[src/rtl/frame_burst_writer.sv]
// Packs a DW-bit pixel stream into AXI_DW-bit words, buffers them in a FWFT FIFO
// and drains the FIFO as fixed-length write bursts into a per-field frame buffer.
module frame_burst_writer #(
  parameter int DW         = 8,
  parameter int AXI_DW     = 64,
  parameter int BURST_LEN  = 16,
  parameter int FIFO_DEPTH = 64
) (
  input  logic              i_Sys_clk,
  input  logic              i_Rst_n,
  input  logic              i_Field_rst,
  input  logic [31:0]       i_Base_addr,
  input  logic              i_Image_vs,
  input  logic              i_Image_de,
  input  logic [DW-1:0]     i_Image_data,
  output logic              o_Wr_req,
  input  logic              i_Wr_ack,
  output logic [31:0]       o_Wr_addr,
  output logic [7:0]        o_Wr_len,
  output logic              o_Wr_valid,
  input  logic              i_Wr_ready,
  output logic [AXI_DW-1:0] o_Wr_data,
  output logic              o_Wr_last,
  output logic              o_Frame_done,
  output logic              o_Overflow
);

  localparam int PPW   = AXI_DW / DW;
  localparam int IDXW  = (PPW > 1) ? $clog2(PPW) : 1;
  localparam int AW    = $clog2(FIFO_DEPTH);
  localparam int CW    = AW + 1;
  localparam int BYTES = AXI_DW / 8;

  typedef enum logic [1:0] {IDLE, REQ, DATA} state_t;

  // Packer
  logic              vs_q;
  logic [AXI_DW-1:0] pack_q, pack_d;
  logic [IDXW-1:0]   idx_q, idx_d;
  logic              push_q, push_d;
  logic [AXI_DW-1:0] push_data_q, push_data_d;
  logic              eof_set_q, eof_set_d;

  // FIFO
  logic [AXI_DW-1:0] mem [FIFO_DEPTH];
  logic [AW-1:0]     wr_ptr_q, rd_ptr_q;
  logic [CW-1:0]     count_q;
  logic              ovf_q;
  logic              full, pop, do_push;

  // Burst FSM
  state_t      state_q, state_d;
  logic [7:0]  len_q, len_d;
  logic [7:0]  beat_q, beat_d;
  logic [31:0] base_q, base_d;
  logic [31:0] offset_q, offset_d;
  logic [31:0] new_base_q, new_base_d;
  logic        frst_pend_q, frst_pend_d;
  logic        eof_q, eof_d;
  logic        apply_frst;
  logic        frame_done;

  always_comb begin
    pack_d      = pack_q;
    idx_d       = idx_q;
    push_d      = 1'b0;
    push_data_d = push_data_q;
    eof_set_d   = 1'b0;
    if (i_Field_rst) begin
      // A pixel arriving with the field reset belongs to no field and is dropped.
      pack_d = '0;
      idx_d  = '0;
    end else begin
      if (i_Image_de) begin
        pack_d[idx_q*DW +: DW] = i_Image_data;
        if (idx_q == IDXW'(PPW - 1)) begin
          push_d      = 1'b1;
          push_data_d = pack_d;
          pack_d      = '0;
          idx_d       = '0;
        end else begin
          idx_d = idx_q + 1'b1;
        end
      end
      if (vs_q && !i_Image_vs) begin
        eof_set_d = 1'b1;
        if (idx_d != '0) begin
          push_d      = 1'b1;
          push_data_d = pack_d;
          pack_d      = '0;
          idx_d       = '0;
        end
      end
    end
  end

  // Write handshake: a beat transfers on a cycle where o_Wr_valid && i_Wr_ready;
  // the address phase completes on o_Wr_req && i_Wr_ack. valid never drops mid-burst.
  assign full    = (count_q == CW'(FIFO_DEPTH));
  assign pop     = (state_q == DATA) && i_Wr_ready;
  assign do_push = push_q && (!full || pop) && !apply_frst;

  always_comb begin
    state_d     = state_q;
    len_d       = len_q;
    beat_d      = beat_q;
    base_d      = base_q;
    offset_d    = offset_q;
    new_base_d  = new_base_q;
    frst_pend_d = frst_pend_q;
    eof_d       = eof_q;
    apply_frst  = 1'b0;
    frame_done  = 1'b0;
    case (state_q)
      IDLE: begin
        if (i_Field_rst || frst_pend_q) begin
          apply_frst  = 1'b1;
          base_d      = i_Field_rst ? i_Base_addr : new_base_q;
          offset_d    = '0;
          eof_d       = 1'b0;
          frst_pend_d = 1'b0;
        end else if (count_q >= CW'(BURST_LEN)) begin
          len_d   = 8'(BURST_LEN - 1);
          state_d = REQ;
        end else if (eof_q && count_q != '0) begin
          len_d   = 8'(count_q - 1'b1);
          state_d = REQ;
        end else if (eof_q) begin
          frame_done = 1'b1;
          eof_d      = 1'b0;
        end
      end
      REQ: begin
        if (i_Wr_ack) begin
          state_d = DATA;
          beat_d  = '0;
        end
      end
      DATA: begin
        if (i_Wr_ready) begin
          if (beat_q == len_q) begin
            offset_d = offset_q + (32'(len_q) + 32'd1) * 32'(BYTES);
            state_d  = IDLE;
          end else begin
            beat_d = beat_q + 8'd1;
          end
        end
      end
      default: state_d = IDLE;
    endcase
    if (eof_set_q && !apply_frst) eof_d = 1'b1;
    // Field reset mid-burst: remember it and apply once the burst has finished.
    if (i_Field_rst && state_q != IDLE) begin
      frst_pend_d = 1'b1;
      new_base_d  = i_Base_addr;
    end
  end

  always_ff @(posedge i_Sys_clk or negedge i_Rst_n) begin
    if (!i_Rst_n) begin
      vs_q        <= 1'b0;
      pack_q      <= '0;
      idx_q       <= '0;
      push_q      <= 1'b0;
      push_data_q <= '0;
      eof_set_q   <= 1'b0;
      state_q     <= IDLE;
      len_q       <= '0;
      beat_q      <= '0;
      base_q      <= '0;
      offset_q    <= '0;
      new_base_q  <= '0;
      frst_pend_q <= 1'b0;
      eof_q       <= 1'b0;
    end else begin
      vs_q        <= i_Image_vs;
      pack_q      <= pack_d;
      idx_q       <= idx_d;
      push_q      <= push_d;
      push_data_q <= push_data_d;
      eof_set_q   <= eof_set_d;
      state_q     <= state_d;
      len_q       <= len_d;
      beat_q      <= beat_d;
      base_q      <= base_d;
      offset_q    <= offset_d;
      new_base_q  <= new_base_d;
      frst_pend_q <= frst_pend_d;
      eof_q       <= eof_d;
    end
  end

  always_ff @(posedge i_Sys_clk or negedge i_Rst_n) begin
    if (!i_Rst_n) begin
      wr_ptr_q <= '0;
      rd_ptr_q <= '0;
      count_q  <= '0;
      ovf_q    <= 1'b0;
    end else if (apply_frst) begin
      wr_ptr_q <= '0;
      rd_ptr_q <= '0;
      count_q  <= '0;
      ovf_q    <= 1'b0;
    end else begin
      if (do_push) wr_ptr_q <= wr_ptr_q + 1'b1;
      if (pop)     rd_ptr_q <= rd_ptr_q + 1'b1;
      count_q <= count_q + CW'(do_push) - CW'(pop);
      if (push_q && full && !pop) ovf_q <= 1'b1;
    end
  end

  always_ff @(posedge i_Sys_clk) begin
    if (do_push) mem[wr_ptr_q] <= push_data_q;
  end

  assign o_Wr_req     = (state_q == REQ);
  assign o_Wr_addr    = o_Wr_req ? (base_q + offset_q) : '0;
  assign o_Wr_len     = len_q;
  assign o_Wr_valid   = (state_q == DATA);
  assign o_Wr_data    = o_Wr_valid ? mem[rd_ptr_q] : '0;
  assign o_Wr_last    = o_Wr_valid && (beat_q == len_q);
  assign o_Frame_done = frame_done;
  assign o_Overflow   = ovf_q;

endmodule

[config.mk]
export PLATFORM = sky130hd
export DESIGN_NAME = frame_burst_writer
export DESIGN_NICKNAME = d
export VERILOG_FILES = /design/src/rtl/frame_burst_writer.sv
export SDC_FILE = /design/constraint.sdc
export NUM_CORES = 2
export LEC_CHECK = 0
export BUFFER_PORTS_ARGS = -buffer_cell sky130_fd_sc_hd__buf_2
export CORE_ASPECT_RATIO = 0.7
export CORE_UTILIZATION = 55
export CTS_CLUSTER_DIAMETER = 200
export CTS_CLUSTER_SIZE = 14
export DETAILED_ROUTE_END_ITERATION = 6
export PLACE_DENSITY = 0.68
export SYNTH_ARGS = -nofsm -noshare
export SYNTH_HDL_FRONTEND = slang
export SYNTH_SLANG_ARGS = --single-unit
[constraint.sdc]
create_clock -name i_Sys_clk -period 10.2 [get_ports i_Sys_clk]
set_clock_uncertainty 0.15 [all_clocks]
set_input_delay 2.04 -clock i_Sys_clk [delete_from_list [all_inputs] [get_ports i_Sys_clk]]
set_output_delay 2.04 -clock i_Sys_clk [all_outputs]
set_load 0.01 [all_outputs]
; ---- Yosys cells after proc, flatten, opt, wreduce, memory -nomap -nowiden
; Memory sizes are Yosys's and may differ from the RTL's.
; Index checks and enable logic that the tools add are counted.
[classes]
add_sub_neg = 11
magnitude_cmp = 1
eq_ne = 14
shifts = 2
n_mux = 67
n_bitwise = 1
n_reduce_logical = 36
[ops]
columns = op, n
row1 = $mux 64, 10
row2 = $mux 32, 5
row3 = $bwmux 64, 1
row4 = $pmux 32 s2, 1
row5 = $shift 8x34->64 const A, 1
row6 = $shiftx 8x34->64, 1
row7 = $mux 8, 5
row8 = $neg 6->34, 1
row9 = $add 32x12->32, 1
row10 = $add 32x32->32, 1
row11 = $mux 1, 26
row12 = $mux 6, 4
row13 = $reduce_bool 2->1, 10
row14 = $mux 3, 6
row15 = $pmux 8 s2, 1
row16 = $add 6x1->6 const B, 2
row17 = $mux 2, 6
row18 = $logic_and 1x1->1, 10
row19 = $add 8x1->9 const B, 1
row20 = $add 8x1->8 const B, 1
row21 = $eq 8x8->1, 1
row22 = $reduce_and 4->1, 2
row23 = $sub 7x1->8 const B, 1
row24 = $add 7x1->7, 1
row25 = other kinds (22), 33
[word_totals]
ff_bits = 270
mem_bits_rw = 4096
in_bits = 47
out_inout_bits = 109
word_cells = 151
n_memories = 1
[mem_list]
columns = memory, words, width, rd, rd_clocked_by_memory_dff, write_ports, line
row1 = mem, 64, 64, 1, 0, 1, 45  ; logic [AXI_DW-1:0] mem [FIFO_DEPTH];

; ---- Longest topological paths before layout
[logic_depth]
depth_word = 8
depth_mapped = 17
mapped_depth_nobuf = 17

; ---- Worst setup path before layout
; Ideal clock, no wire load.
[synth_path]
path_kind = input to register
from = in i_Wr_ready
to = mem mem[48][0] (enable)
setup_time_ns = 0.646
arrival_time_ns = 9.079
required_time_ns = 9.404
slack_ns = 0.325
cell_stages = 5
path_buffers = 0
path_cell_list = nand3b_2 a31oi_4 and2_1 nand4b_1 nor4_1
[synth_via]
elab_chain_len = 6
[synth_rtl]
columns = item, line
row1 = "start, declared", 21  ; input logic i_Wr_ready,
row2 = $logic_and 1x1->1, 100  ; assign pop = (state_q == DATA) && i_Wr_ready;
row3 = $logic_or 1x1->1, 101  ; assign do_push = push_q && (!full || pop) && !apply_frst;
row4 = $logic_and 1x1->1 (2 in series), 101
row5 = $mux 1, 213  ; if (do_push) mem[wr_ptr_q] <= push_data_q;
row6 = $mux 1 (not written as such), 213
row7 = "end, declared", 45
; Every way passes these cells.

; ---- Worst setup path after layout
[layout_path]
from = reg rd_ptr_q[1]
to = out o_Wr_data[52]
[layout_via]
elab_chain_len = 2
[layout_rtl]
columns = item, line
row1 = "start, declared", 46  ; logic [AW-1:0] wr_ptr_q, rd_ptr_q;
row2 = "start signal, assigned", 206  ; if (pop) rd_ptr_q <= rd_ptr_q + 1'b1;
row3 = $mem_v2 64x64, -
row4 = $mux 64, 220  ; assign o_Wr_data = o_Wr_valid ? mem[rd_ptr_q] : '0;
row5 = "end, declared", 22  ; output logic [AXI_DW-1:0] o_Wr_data,
; Every way passes these cells.

==> reports/summary.txt <==
status: finished, final reports clean
Required @ worst endpoint: 8010 ps
IO Port Bufs: 155
Final Cycle Share: 0.725
Slew Limit Headroom: 0.0481
Stages on worst setup path: 7
Std-Cell Rows: 171
slowest stage delay, CP: 1050 ps
critical path buffer and inverter count: 2
start point of the critical path: rd_ptr_q[1]
most frequent CP cell: a21oi_1
CP startpoint kind: flop
worst hold start: eof_set_q
Largest delay share family, worst path: compound AO/OA/AOI/OAI gates
Core Footprint: 0.310 sq mm
Least-Margin Pin Slew: 1430 ps
ys async rst share: 0.0612
routed length per placed instance: 38.2 um
1st-iter DRT viols: 15456
vias: 88269
maximum root-to-sink buffer count: 4
worst-skew pair later-pin latency: 940 ps
Pleak: 57.0 nW
sequential share of the synthesized area: 0.757
post-placement setup slack: 3790 ps
FF+latch count, synth: 4363
CTS root buffer: clkbuf_16
Setup Crit Path Kind: reg -> out
Hold Buf Count CTS: 0
Synth warnings: 0
worst hold stages: 2
EDFF count, synth: 4096
Crit Path Max Fanout: 68
flop-to-flop setup slack: 5330 ps
pin count of the biggest net entering global routing: 140
Via density: 7.04
VDD IR max: 0.000163 V
Critical-path top delay cell: dfrtp_4
min-delay worst type: reg -> reg
Peak Freq: 0.135 GHz
layout cells sized above 1: 0.247
TritonCTS buffer count: 353
GP Congestion: 0.838
Initial Util: 0.552
syn avg cell area: 21.3 sq um
worst r2r dst: mem[62][22]
vias in the first global route: 85746
Power Dens Cells: 220 mW/mm^2
Area Overhead vs Synth: 9.45%
Setup WS post-layout: 2810 ps
routed wire length: 479 mm
CTS tree: done
Critical Path AT: 5200 ps
Max-Cap Viols: 0
Setup violations, final: 0
1st-pass router iterations: 6
Post-CTS Setup Repair Bufs: 0
count leader, synth: edfxtp_1
sequential cell area: 0.130 sq mm
Hold Path End: eof_q
Remaining Overflow, GRT: 0
Top FF cell, synth: edfxtp_1
Die Width: 669 um
Synth Instances: 8042
Yosys top cell by area: edfxtp_1
Post-DP HPWL: 244 mm
Final nets: 8411
IO Pins: 156
H-tree depth: 5
nature of the critical path endpoint: primary output
die area: 0.314 sq mm
first-pass GRT wire length: 666 mm
total of fill cells in the finished design: 21280
Setup TNS: 0 ps
CTS sink count: 4363
# DRC: 0
worst r2r path cells: 10
GRT Util Overall: 0.306
Die Span Y: 469 um
Syn Nets: 8155
clock period minus worst slack: 7390 ps
RSZ-0062 raised after global routing: false
max-slew violations: 0
initial antenna violation count: 30
Hold Vio Cnt, Final: 0
Synth area leaders: edfxtp_1 72%, mux4_2 15%, dfrtp_1 3.9%
Cell Area, Synth: 0.171 sq mm
RR Startpoint: count_q[2]
distinct cell type count after synthesis: 74
share of the synthesized area in the top cell type: 0.718
ANT nets after route: 0
most frequent cells after synthesis: 4096 x edfxtp_1, 1140 x mux4_2, 267 x dfrtp_1
multi-input logic area: 0.0398 sq mm
post-CTS sizing: 0
CTS clock-pin slew for the worst setup and hold paths: 70 ps
crit path cell chain: buf_4 -> mux4_2 -> o221ai_1 -> a21oi_1 -> o21ai_0 -> a21oi_1 -> buf_2
## area by class of cell
cell class                      instances  area share
Multi-Input combinational cell       3154       0.212
Sequential cell                      4363       0.692
Clock buffer                          423      0.0490
Antenna cell                            7   0.0000934
Timing Repair Buffer                  373      0.0164
Tap cell                             4152      0.0277
Inverter                               53     0.00106
Clock inverter                         20     0.00144
## logic make-up (layout without fill, tap and decap cells)
kind of cell	count (synthesis)	after routing	share of synthesized area
muxes	1420	1420	0.167
and+or+nand+nor	652	652	0.0181
other	0	7	0
DFF	4363	4363	0.757
buffers and inverters	525	869	0.0141
adders and majority gates	81	81	0.00579
xor gates and xnor gates	73	73	0.00373
AOI/OAI and AO/OA	928	928	0.0345
## how the worst max path moves through the flow
stage / to / slack (ps)
after floorplan: mem[48][0] / 320
after global placement: o_Wr_data[22] / 3770
after detailed placement: o_Wr_data[22] / 3790
after CTS: o_Wr_data[22] / 2810
after global routing: o_Wr_data[41] / 2640
final: o_Wr_data[52] / 2810
## cells in the final DEF (no fill, tap or decap), drive strengths merged, types with 9 or more instances in the layout
master and count:
maj3 15, mux2i 239, buf 373, a22oi 129, o221ai 79, mux4 1140, or3 15, mux2 41
nand4 14, nor4 13, ha 64, o32ai 10, nor2 238, nand3 51, inv 63, nand2 139
nand2b 22, clkinv 9, edfxtp 4096, nor3 58, o22ai 67, xnor2 49, o21a 9, o31ai 12
dfrtp 267, a211oi 14, o211ai 17, a22o 17, and3 11, a21oi 243, o21ai 237, xor2 24
and2 58, clkbuf 423, o2bb2ai 39
## metrics by stage
stage	hold slack (ps)	cell area (sq um)	cells	util	total power, mW
after floorplan	288	171000	8042	-	27.1
after global placement	309	178000	12094	0.574	29.1
after detailed placement	301	178000	12094	0.574	29.3
after CTS	331	187000	12537	0.605	41.4
after global routing	358	187000	12541	0.605	42.5
final	333	187000	12545	0.605	41.3
## registers in the layout (all words and copies together), names as in the netlist
name / count
push_q: 1
eof_set_q: 1
count_q: 7
pack_q: 64
frst_pend_q: 1
base_q: 32
beat_q: 8
wr_ptr_q: 6
o_Wr_len: 8
eof_q: 1
mem: 4096
idx_q: 3
vs_q: 1
offset_q: 29
state_q: 2
rd_ptr_q: 6
push_data_q: 64
o_Overflow: 1
new_base_q: 32
## report_power, final
part           internal (mW)  switching (mW)
logic                   3.18            3.93
clock network           6.31            6.04
registers               21.0           0.800
## metal layers
metal	GRT usage	vias to the layer above	share of wire
met3	0.0707	927	0.13
met2	0.450	6287	0.45
met1	0.465	46976	0.39
met5	0	-	0.00011
li1	-	34071	-
met4	0.0892	8	0.035
## worst min-delay path, cell delays in order, from the launching register on
cell and delay [ps]:
dfrtp_1 330, a21oi_1 40, nor2_1 70
Power figures use the tool's default switching activity.
